$ cat config.mk
export PLATFORM = sky130hd
export DESIGN_NAME = wb_arbiter2
export DESIGN_NICKNAME = d
export VERILOG_FILES = /design/src/rtl/wb_arbiter2.sv
export SDC_FILE = /design/constraint.sdc
export NUM_CORES = 1
export LEC_CHECK = 0
export CAP_MARGIN = 0
export CORE_AREA = 2 2 125 127
export CTS_CLUSTER_SIZE = 30
export DETAILED_ROUTE_END_ITERATION = 8
export DIE_AREA = 0 0 127 129
export GPL_ROUTABILITY_DRIVEN = 0
export PLACE_DENSITY_LB_ADDON = 0.2
export SETUP_SLACK_MARGIN = 0.3
export SYNTH_ARGS = -nofsm -noshare
export SYNTH_HDL_FRONTEND = slang
export SYNTH_SLANG_ARGS = --single-unit
$ cat constraint.sdc
create_clock -name i_clk -period 1.4 [get_ports i_clk]
set_input_delay 0.35 -clock i_clk [delete_from_list [all_inputs] [get_ports i_clk]]
set_output_delay 0.35 -clock i_clk [all_outputs]
set_load 0.02 [all_outputs]
$ cat src/rtl/wb_arbiter2.sv
// ---------------------------------------------------------------------------
// wb_arbiter2 -- two-master, one-slave-port Wishbone classic arbiter.
//
// Shares one interconnect port between the instruction-fetch master (m0) and
// the data master (m1). Arbitration is round-robin; once granted, a master
// keeps the bus for its whole bus cycle (as long as it holds CYC). When the
// owner drops CYC and the other master is waiting, ownership moves at that
// same edge without an idle cycle.
//
// Optional feature (macro WB_ARB_TIMEOUT_EN):
//   a stall counter aborts a bus cycle whose slave does not answer within
//   TIMEOUT_CYCLES strobed cycles. The owner gets a one-cycle err pulse and
//   the bus is released. Without the macro no counter exists and a stalled
//   slave holds the bus indefinitely.
//
// Parameters:
//   AW             address width
//   DW             data width (select width DW/8)
//   TIMEOUT_CYCLES stall limit, only used with WB_ARB_TIMEOUT_EN (>=2)
//
// Ports:
//   i_clk, i_rst                 clock, asynchronous active-high reset
//   i_m0_* / o_m0_*              master 0 (fetch) request and return path
//   i_m1_* / o_m1_*              master 1 (data) request and return path
//   o_s_*                        request towards the slave port
//   i_s_ack, i_s_err, i_s_dat    response from the slave port
//   o_grant                      one-hot current owner, 2'b00 when idle
// ---------------------------------------------------------------------------
module wb_arbiter2 #(
  parameter int AW             = 32,
  parameter int DW             = 32,
  parameter int TIMEOUT_CYCLES = 255
) (
  input  logic            i_clk,
  input  logic            i_rst,
  input  logic            i_m0_cyc,
  input  logic            i_m0_stb,
  input  logic            i_m0_we,
  input  logic [AW-1:0]   i_m0_adr,
  input  logic [DW-1:0]   i_m0_dat,
  input  logic [DW/8-1:0] i_m0_sel,
  output logic            o_m0_ack,
  output logic            o_m0_err,
  output logic [DW-1:0]   o_m0_dat,
  input  logic            i_m1_cyc,
  input  logic            i_m1_stb,
  input  logic            i_m1_we,
  input  logic [AW-1:0]   i_m1_adr,
  input  logic [DW-1:0]   i_m1_dat,
  input  logic [DW/8-1:0] i_m1_sel,
  output logic            o_m1_ack,
  output logic            o_m1_err,
  output logic [DW-1:0]   o_m1_dat,
  output logic            o_s_cyc,
  output logic            o_s_stb,
  output logic            o_s_we,
  output logic [AW-1:0]   o_s_adr,
  output logic [DW-1:0]   o_s_dat,
  output logic [DW/8-1:0] o_s_sel,
  input  logic            i_s_ack,
  input  logic            i_s_err,
  input  logic [DW-1:0]   i_s_dat,
  output logic [1:0]      o_grant
);

  typedef enum logic [1:0] {
    IDLE = 2'd0,
    OWN0 = 2'd1,
    OWN1 = 2'd2
  } state_t;

  state_t state, state_nxt;
  logic   rr_last;   // index of the master that owned the bus most recently
  logic   timeout;   // current bus cycle is being aborted this cycle
  logic   own0, own1;

  assign own0 = (state == OWN0);
  assign own1 = (state == OWN1);

`ifdef WB_ARB_TIMEOUT_EN
  localparam int CW = 16;
  logic [CW-1:0] stall_cnt;

  assign timeout = (state != IDLE) && (stall_cnt == CW'(TIMEOUT_CYCLES));

  // Cleared on every ownership change (including grant and release) and on
  // every slave answer; counts strobed cycles that got no answer.
  always_ff @(posedge i_clk or posedge i_rst) begin
    if (i_rst) begin
      stall_cnt <= '0;
    end else if (state_nxt == IDLE || state_nxt != state) begin
      stall_cnt <= '0;
    end else if (i_s_ack || i_s_err) begin
      stall_cnt <= '0;
    end else if (o_s_stb) begin
      stall_cnt <= stall_cnt + CW'(1);
    end
  end
`else
  assign timeout = 1'b0;
`endif

  always_ff @(posedge i_clk or posedge i_rst) begin
    if (i_rst) begin
      state   <= IDLE;
      rr_last <= 1'b1;   // makes m0 the winner of the first tie
    end else begin
      state <= state_nxt;
      if (state_nxt == OWN0 && state != OWN0) rr_last <= 1'b0;
      else if (state_nxt == OWN1 && state != OWN1) rr_last <= 1'b1;
    end
  end

  always_comb begin
    state_nxt = state;
    case (state)
      IDLE: begin
        if (i_m0_cyc && i_m1_cyc) state_nxt = rr_last ? OWN0 : OWN1;
        else if (i_m0_cyc)        state_nxt = OWN0;
        else if (i_m1_cyc)        state_nxt = OWN1;
      end
      // Handing over directly to a waiting master avoids an idle bubble.
      OWN0: if (!i_m0_cyc || timeout) state_nxt = i_m1_cyc ? OWN1 : IDLE;
      OWN1: if (!i_m1_cyc || timeout) state_nxt = i_m0_cyc ? OWN0 : IDLE;
      default: state_nxt = IDLE;
    endcase
  end

  // Request path: owner's signals pass straight through so the slave sees
  // CYC fall in the same cycle the master drops it. An aborted cycle has its
  // CYC/STB forced low.
  always_comb begin
    o_s_cyc = 1'b0;
    o_s_stb = 1'b0;
    o_s_we  = 1'b0;
    o_s_adr = '0;
    o_s_dat = '0;
    o_s_sel = '0;
    if (own0) begin
      o_s_cyc = i_m0_cyc & ~timeout;
      o_s_stb = i_m0_stb & ~timeout;
      o_s_we  = i_m0_we;
      o_s_adr = i_m0_adr;
      o_s_dat = i_m0_dat;
      o_s_sel = i_m0_sel;
    end else if (own1) begin
      o_s_cyc = i_m1_cyc & ~timeout;
      o_s_stb = i_m1_stb & ~timeout;
      o_s_we  = i_m1_we;
      o_s_adr = i_m1_adr;
      o_s_dat = i_m1_dat;
      o_s_sel = i_m1_sel;
    end
  end

  // Return path: only the owner ever sees ack/err/data.
  assign o_m0_ack = i_s_ack & own0;
  assign o_m0_err = (i_s_err | timeout) & own0;
  assign o_m0_dat = own0 ? i_s_dat : '0;
  assign o_m1_ack = i_s_ack & own1;
  assign o_m1_err = (i_s_err | timeout) & own1;
  assign o_m1_dat = own1 ? i_s_dat : '0;

  assign o_grant = {own1, own0};

endmodule

==> impl_metrics.toml <==
[clock_network]
clk_pin_slew_ns = 0.03
hold_buffers = 0
root_buffer = "clkbuf_16"
htreeDepth = 1
cts_tree = "done"
insertion_delay_ns = 0.23
cts_buffers = 3
cts_buffer_depth = 2
cts_num_sinks = 3

[placed_design]
dp_hpwl_um = 8940
place_area_um2 = 5610
io_buffers = 318
dpl_worst_slack_ns = -0.732

[detailed_routing]
drcViolationCount = 0
wl_met2_um = 6320
ant_nets = 0
wl_per_cell_um = 16.3
dr.pass1.iters = 4
met3_length_um = 1000
vias = 2876
top_layer = "met4"
via_per_inst = 3.99
drtIter0Drc = 58
drt-total-wl_um = 11800
met1Wirelength_um = 4320

[finish]
multi_input_area_um2 = 1790
fin_area_um2 = 6220
num_antenna_cells = 0
final_cell_mix = "clkdlybuf4s50_1 (175), buf_6 (112), and2_4 (65), a22o_4 (55), buf_4 (44)"
drive_gt1_frac = 0.610
fillers = 1422
areaGrowthSynthToFinish_pct = 345
fin_nets = 712
final_core_util = 0.415
final_common_cell = "clkdlybuf4s50_1"
seq_area_um2 = 77.6

[yosys]
syn_avg_cell_area_um2 = 7.64
synthXorXnorAreaFrac = 0
synth_top_family_by_area = "compound AO/OA/AOI/OAI gates"
syn_nets = 361
yosys_warnings = 0
synth_top_area_frac = 0.445
ys_ff_latch = 3
ys_top_cells_by_area = "a22o_1 (44%), and2_1 (31%), buf_6 (5.6%)"
synth-simple-area-share = 0.340
netlist_instances = 183
yosysSeqAreaShare = 0.0546
synth_compound_gate_area_share = 0.463
netlist_area_um2 = 1400
yosys.area.top_type = "a22o_1"
synthAdderAreaFrac = 0
synth.area.mux_share = 0
synth_cell_types = 17

[sta]
rsz0062_at_grt = "yes"
tightest_slew_ns = 0.257
setup_viol = 141
fin_ws_ns = -0.517
fmax_mhz = 522
hold_viol = 0
fin_hold_ws_ns = 0.304
period_share = 1.37
slew_viol_final = 0
fin_crit_ns = 1.92
fin_skew_ns = 0.00166
slew_headroom = 0.828

[floorplanning]
die_w_um = 127
start_util = 0.0933
die_h_um = 129
dieArea_um2 = 16400
rows = 45
core-area_um2 = 15000
io_pins = 319

[pwr]
switching_share = 0.390
internal_power_uw = 4010
power_uw = 6570
switchingPower_uw = 2570
p_leak_uw = 0.00291
ir_drop_mv = 0.404
p_comb_frac = 0.906
pwr-share-seq = 0.024
p_clk_frac = 0.070
power_density_nw_per_um2 = 1060

[outcome]
violations = "setup timing"
status = "finished, violations left"

[global_route]
grt_pass1_vias = 3012
grt_max_degree = 24
grt_pass1_wl_um = 15900
grt_usage = 0.123
antenna_found_initial = 0
gr-total-overflow = 0

[critical_path]
cp_max_fo = 8
critPathRequiredTime_ns = 1.05
r2r_setup_slack_ns = 0.36
startpoint_type = "register"
endpoint_kind = "output pin"
cp.arrival_ns = 1.57
path_class = "register to output pin"

[min_path]
hold_path_class = "input pin to async pin"

[run]
maxCapViolations = 0
## worst max-delay path, cell delays in order, from the launching register on
cell,delay [ns]
dfrtp_2,0.42
nor2b_4,0.16
buf_6,0.13
buf_16,0.14
buf_12,0.13
a22o_4,0.23
buf_6,0.13
## registers in the layout (all words and copies together), names as in the netlist
| name | flops |
|---|---|
| state | 2 |
| rr_last | 1 |
## worst paths after layout
path / from / endpoint / depth (start not counted)
worst max-delay path: state[1] / o_s_dat[17] / 6
worst min-delay path: i_rst / state[1] / 2
worst max register to register: state[1] / state[1] / 4
worst min register to register: rr_last / rr_last / 2
max in group asynchronous: i_rst / rr_last / 2
min in group i_clk: i_m1_cyc / state[1] / 3
## stage by stage
step	setup TNS (ns)	instances
6_report	-62.53	721
3_5_place_dp	-92.68	691
5_1_grt	-71.50	721
3_3_place_gp	-88.53	691
4_1_cts	-65.81	708
2_1_floorplan	-10.89	183
## cell type report
| cell class | instances | share of cell area |
|---|---|---|
| repair buffers | 372 | 0.649 |
| multi-input cells | 152 | 0.287 |
| well taps | 188 | 0.0378 |
| clock buffers | 4 | 0.0127 |
| flip-flops and latches | 3 | 0.0125 |
| inverters | 2 | 0.00121 |
## cells by family after synthesis
| family | Yosys count |
|---|---|
| buffers and inverters | 28 |
| and+or+nand+nor | 77 |
| DFF | 3 |
| AOI/OAI and AO/OA | 75 |
## timing repair
action | 4_1_cts | 5_1_grt
cloned | 3 | 11
gates resized for setup | 664 | 166
pin swaps | 7 | 19
buffers inserted | 10 | 2
endpoints found under the setup margin | 142 | 144
## cells in the mapped netlist
| cell type | count |
|---|---|
| dfrtp_1 | 2 |
| o22ai_1 | 1 |
| buf_6 | 7 |
| a21oi_1 | 1 |
| buf_2 | 10 |
| o21ai_0 | 1 |
| and2_1 | 69 |
| clkbuf_2 | 2 |
| dfstp_2 | 1 |
| o22a_1 | 1 |
| nor2_1 | 2 |
| inv_1 | 2 |
| nand3b_1 | 1 |
| nor2b_1 | 3 |
| nand3_1 | 2 |
| a22o_1 | 71 |
| buf_4 | 7 |
## power groups by stage
| stage | Combinational (µW) | Clock (µW) | Sequential (µW) |
|---|---|---|---|
| 2_1_floorplan | 2810 | 0 | 153 |
| 3_3_place_gp | 5120 | 0 | 155 |
| 3_5_place_dp | 5140 | 0 | 159 |
| 4_1_cts | 5120 | 466 | 159 |
| 5_1_grt | 6270 | 478 | 164 |
| 6_report | 5960 | 457 | 159 |
## metal layers
metal	vias to the layer above	track usage
met2	166	0.248
li1	1383	-
met3	8	0.0341
met4	0	0.0278
met5	-	0
met1	1319	0.125
Power figures use the tool's default switching activity.
==> edit (same settings) <==
Re-encode `state_t` (3 states) as one-hot, 3 bits wide.
--- a/src/rtl/wb_arbiter2.sv
+++ b/src/rtl/wb_arbiter2.sv
@@ -64,8 +64,8 @@
 );
 
-  typedef enum logic [1:0] {
-    IDLE = 2'd0,
-    OWN0 = 2'd1,
-    OWN1 = 2'd2
+  typedef enum logic [2:0] {
+    IDLE = 3'b001,
+    OWN0 = 3'b010,
+    OWN1 = 3'b100
   } state_t;
 
Check against the original RTL: same outputs for any inputs over 4 cycles, from zero or initial values and one cycle with i_rst high; so few cycles prove little.
==> edit against the unedited design <==
The flow still finishes with violations (negative setup slack). Total power rose by 27%. Setup slack got worse by 0.0071 ns. Via count increased by 20%. Synthesized area increased by 20%. Combinational power grew 28%. Non-clock buffer count shrank 5. Sequential share of layout area grew 0.61 points. Cell area down 6.7%. Critical endpoint is now o_s_adr[30]. Sequential cell count is 1 higher. Routed wire length is 14% higher.
==> edit: results (changes against the unedited design) <==
share of final-layout standard cells stronger than drive strength 1 47.70% (-13 points); count of final setup violators 144 (+2.1%); Area after DPL 5333 um^2 (-5.0%); Worst Setup Slack post-DPL -0.7370 ns (-0.004745 ns); insertion delay of the later-clocked pin in the worst-skew pair 0.23 ns (about the same); Filler Cell Count 1531 (+7.7%); via count of the first global-routing pass 3322 (+10%); violations in the final reports negative setup slack; fin worst setup slack -0.5240 ns (-0.007112 ns); register with the highest flop count state; biggest fanout along the worst timing path 11 (+3); drt first pass iters 6 (+2); stage delay of the slowest cell on the critical path 0.40 ns (-0.02 ns); DR iter-0 viols 87 (+50%); master cell of the clock root buffer sky130_fd_sc_hd__clkbuf_16; most instantiated cells after synthesis sky130_fd_sc_hd__nor2_1, sky130_fd_sc_hd__a22oi_1, sky130_fd_sc_hd__and2_1; portion of netlist area occupied by mux cells 0% (unchanged); synthesized-area fraction occupied by xor and xnor cells 0% (unchanged); worst hold margin 0.3140 ns (+0.009662 ns); count of H-tree levels built during CTS 1 (unchanged); clock skew after layout 0.001992 ns (+0.0003363 ns); register area share after synthesis 6.129% (+0.67 points); via density per instance 4.335 (+8.7%); pin count of the biggest net entering global routing 35 (+46%); ANT nets after route 0 (unchanged); start of the worst register-to-register path state[2]; maximum buffer depth of the clock tree 2 (unchanged); count of synthesis-stage warnings from yosys 0 (unchanged); actual slew at the worst max-slew pin 0.2128 ns (-0.04430 ns); Peak supply drop 0.0004592 V (+14%); CP max stage cell sky130_fd_sc_hd__dfrtp_1; critical register-to-register path endpoint state[1]; TritonCTS Buffers 3 (unchanged); cells taking the most area after synthesis sky130_fd_sc_hd__a22oi_1, sky130_fd_sc_hd__and2_1, sky130_fd_sc_hd__nor2_1; Total GRT Usage 13.06% (+0.74 points); number of distinct standard cells referenced by the synthesized netlist 22 (+5); Reg2Reg Setup Slack -0.32 ns (-0.68 ns); Worst Reg-to-Reg Cells 8 (+4); complex-gate fraction of the synthesized area 36.02% (-10 points); final routed wire length divided by cell count 16.90 um (+3.6%); number of antenna violations at the first check in global routing 0 (unchanged); net count of the mapped netlist 449 (+24%); largest registers state x3, rr_last x1; adder-cell share of the synthesized area 0% (unchanged); ys flop type sky130_fd_sc_hd__dfstp_2; dominant delay contributor by cell family on the critical path buffers and inverters; HPWL reported at the end of detailed placement 8993 um (+0.56%); net count of the finished layout 787 (+11%); wire length of the first global-routing pass 17210 um (+8.0%); run status finished, violations left; path type of the worst min-delay path input pin to async pin; leakage component of the power 0.002482 uW (-15%)
## edit: logic make-up after synthesis
logic type      Yosys count
simple gates            149
compound gates           81
buf+inv                  37
flops                     4
## edit: where the power goes
part	switching, uW	internal, uW	total, uW	leakage (uW)
sequential	87.6	207	294	0.0000462
combinational	3750	3850	7600	0.00240
clock	85.1	376	462	0.0000382
## edit: per-layer routing
layer | vias to the layer above | global-route usage, % | part of all wire [%]
li1 | 1630 | - | -
met1 | 1572 | 13.42 | 37
met2 | 231 | 26.06 | 53
met3 | 18 | 3.701 | 9.5
met4 | 0 | 2.973 | 1.3
met5 | - | 0 | 0
## edit: repair_timing
action                                  in CTS  in global routing
resized for setup                          685                 75
pin swaps                                    6                 35
gates cloned                                 4                 13
endpoints found under the setup margin     145                145
buffers inserted                             7                  7
## edit: worst max-delay path by stage
stage	from	to	slack, ns	cells past startpoint
floorplan	state[2]	o_s_adr[21]	-0.20	6
global placement	state[1]	o_s_dat[12]	-0.74	5
detailed placement	state[2]	o_s_dat[12]	-0.74	5
CTS	state[2]	o_s_we	-0.57	6
global route	state[1]	o_s_dat[12]	-0.60	6
finish	state[1]	o_s_adr[30]	-0.52	6
## edit: per-stage QoR
stage	std cells	TNS, ns
floorplan	271	-16.15
global placement	761	-94.38
detailed placement	761	-94.82
CTS	776	-68.51
global route	796	-76.20
finish	796	-66.29
## edit: area by class of cell
type | instances | area [um^2] | area share (%)
flip-flops and latches | 4 | 107.6 | 1.853
well taps | 188 | 235.2 | 4.051
inverters | 3 | 11.26 | 0.1939
repair buffers | 367 | 3689 | 63.52
multi-input cells | 230 | 1685 | 29.02
clock buffers | 4 | 78.83 | 1.357
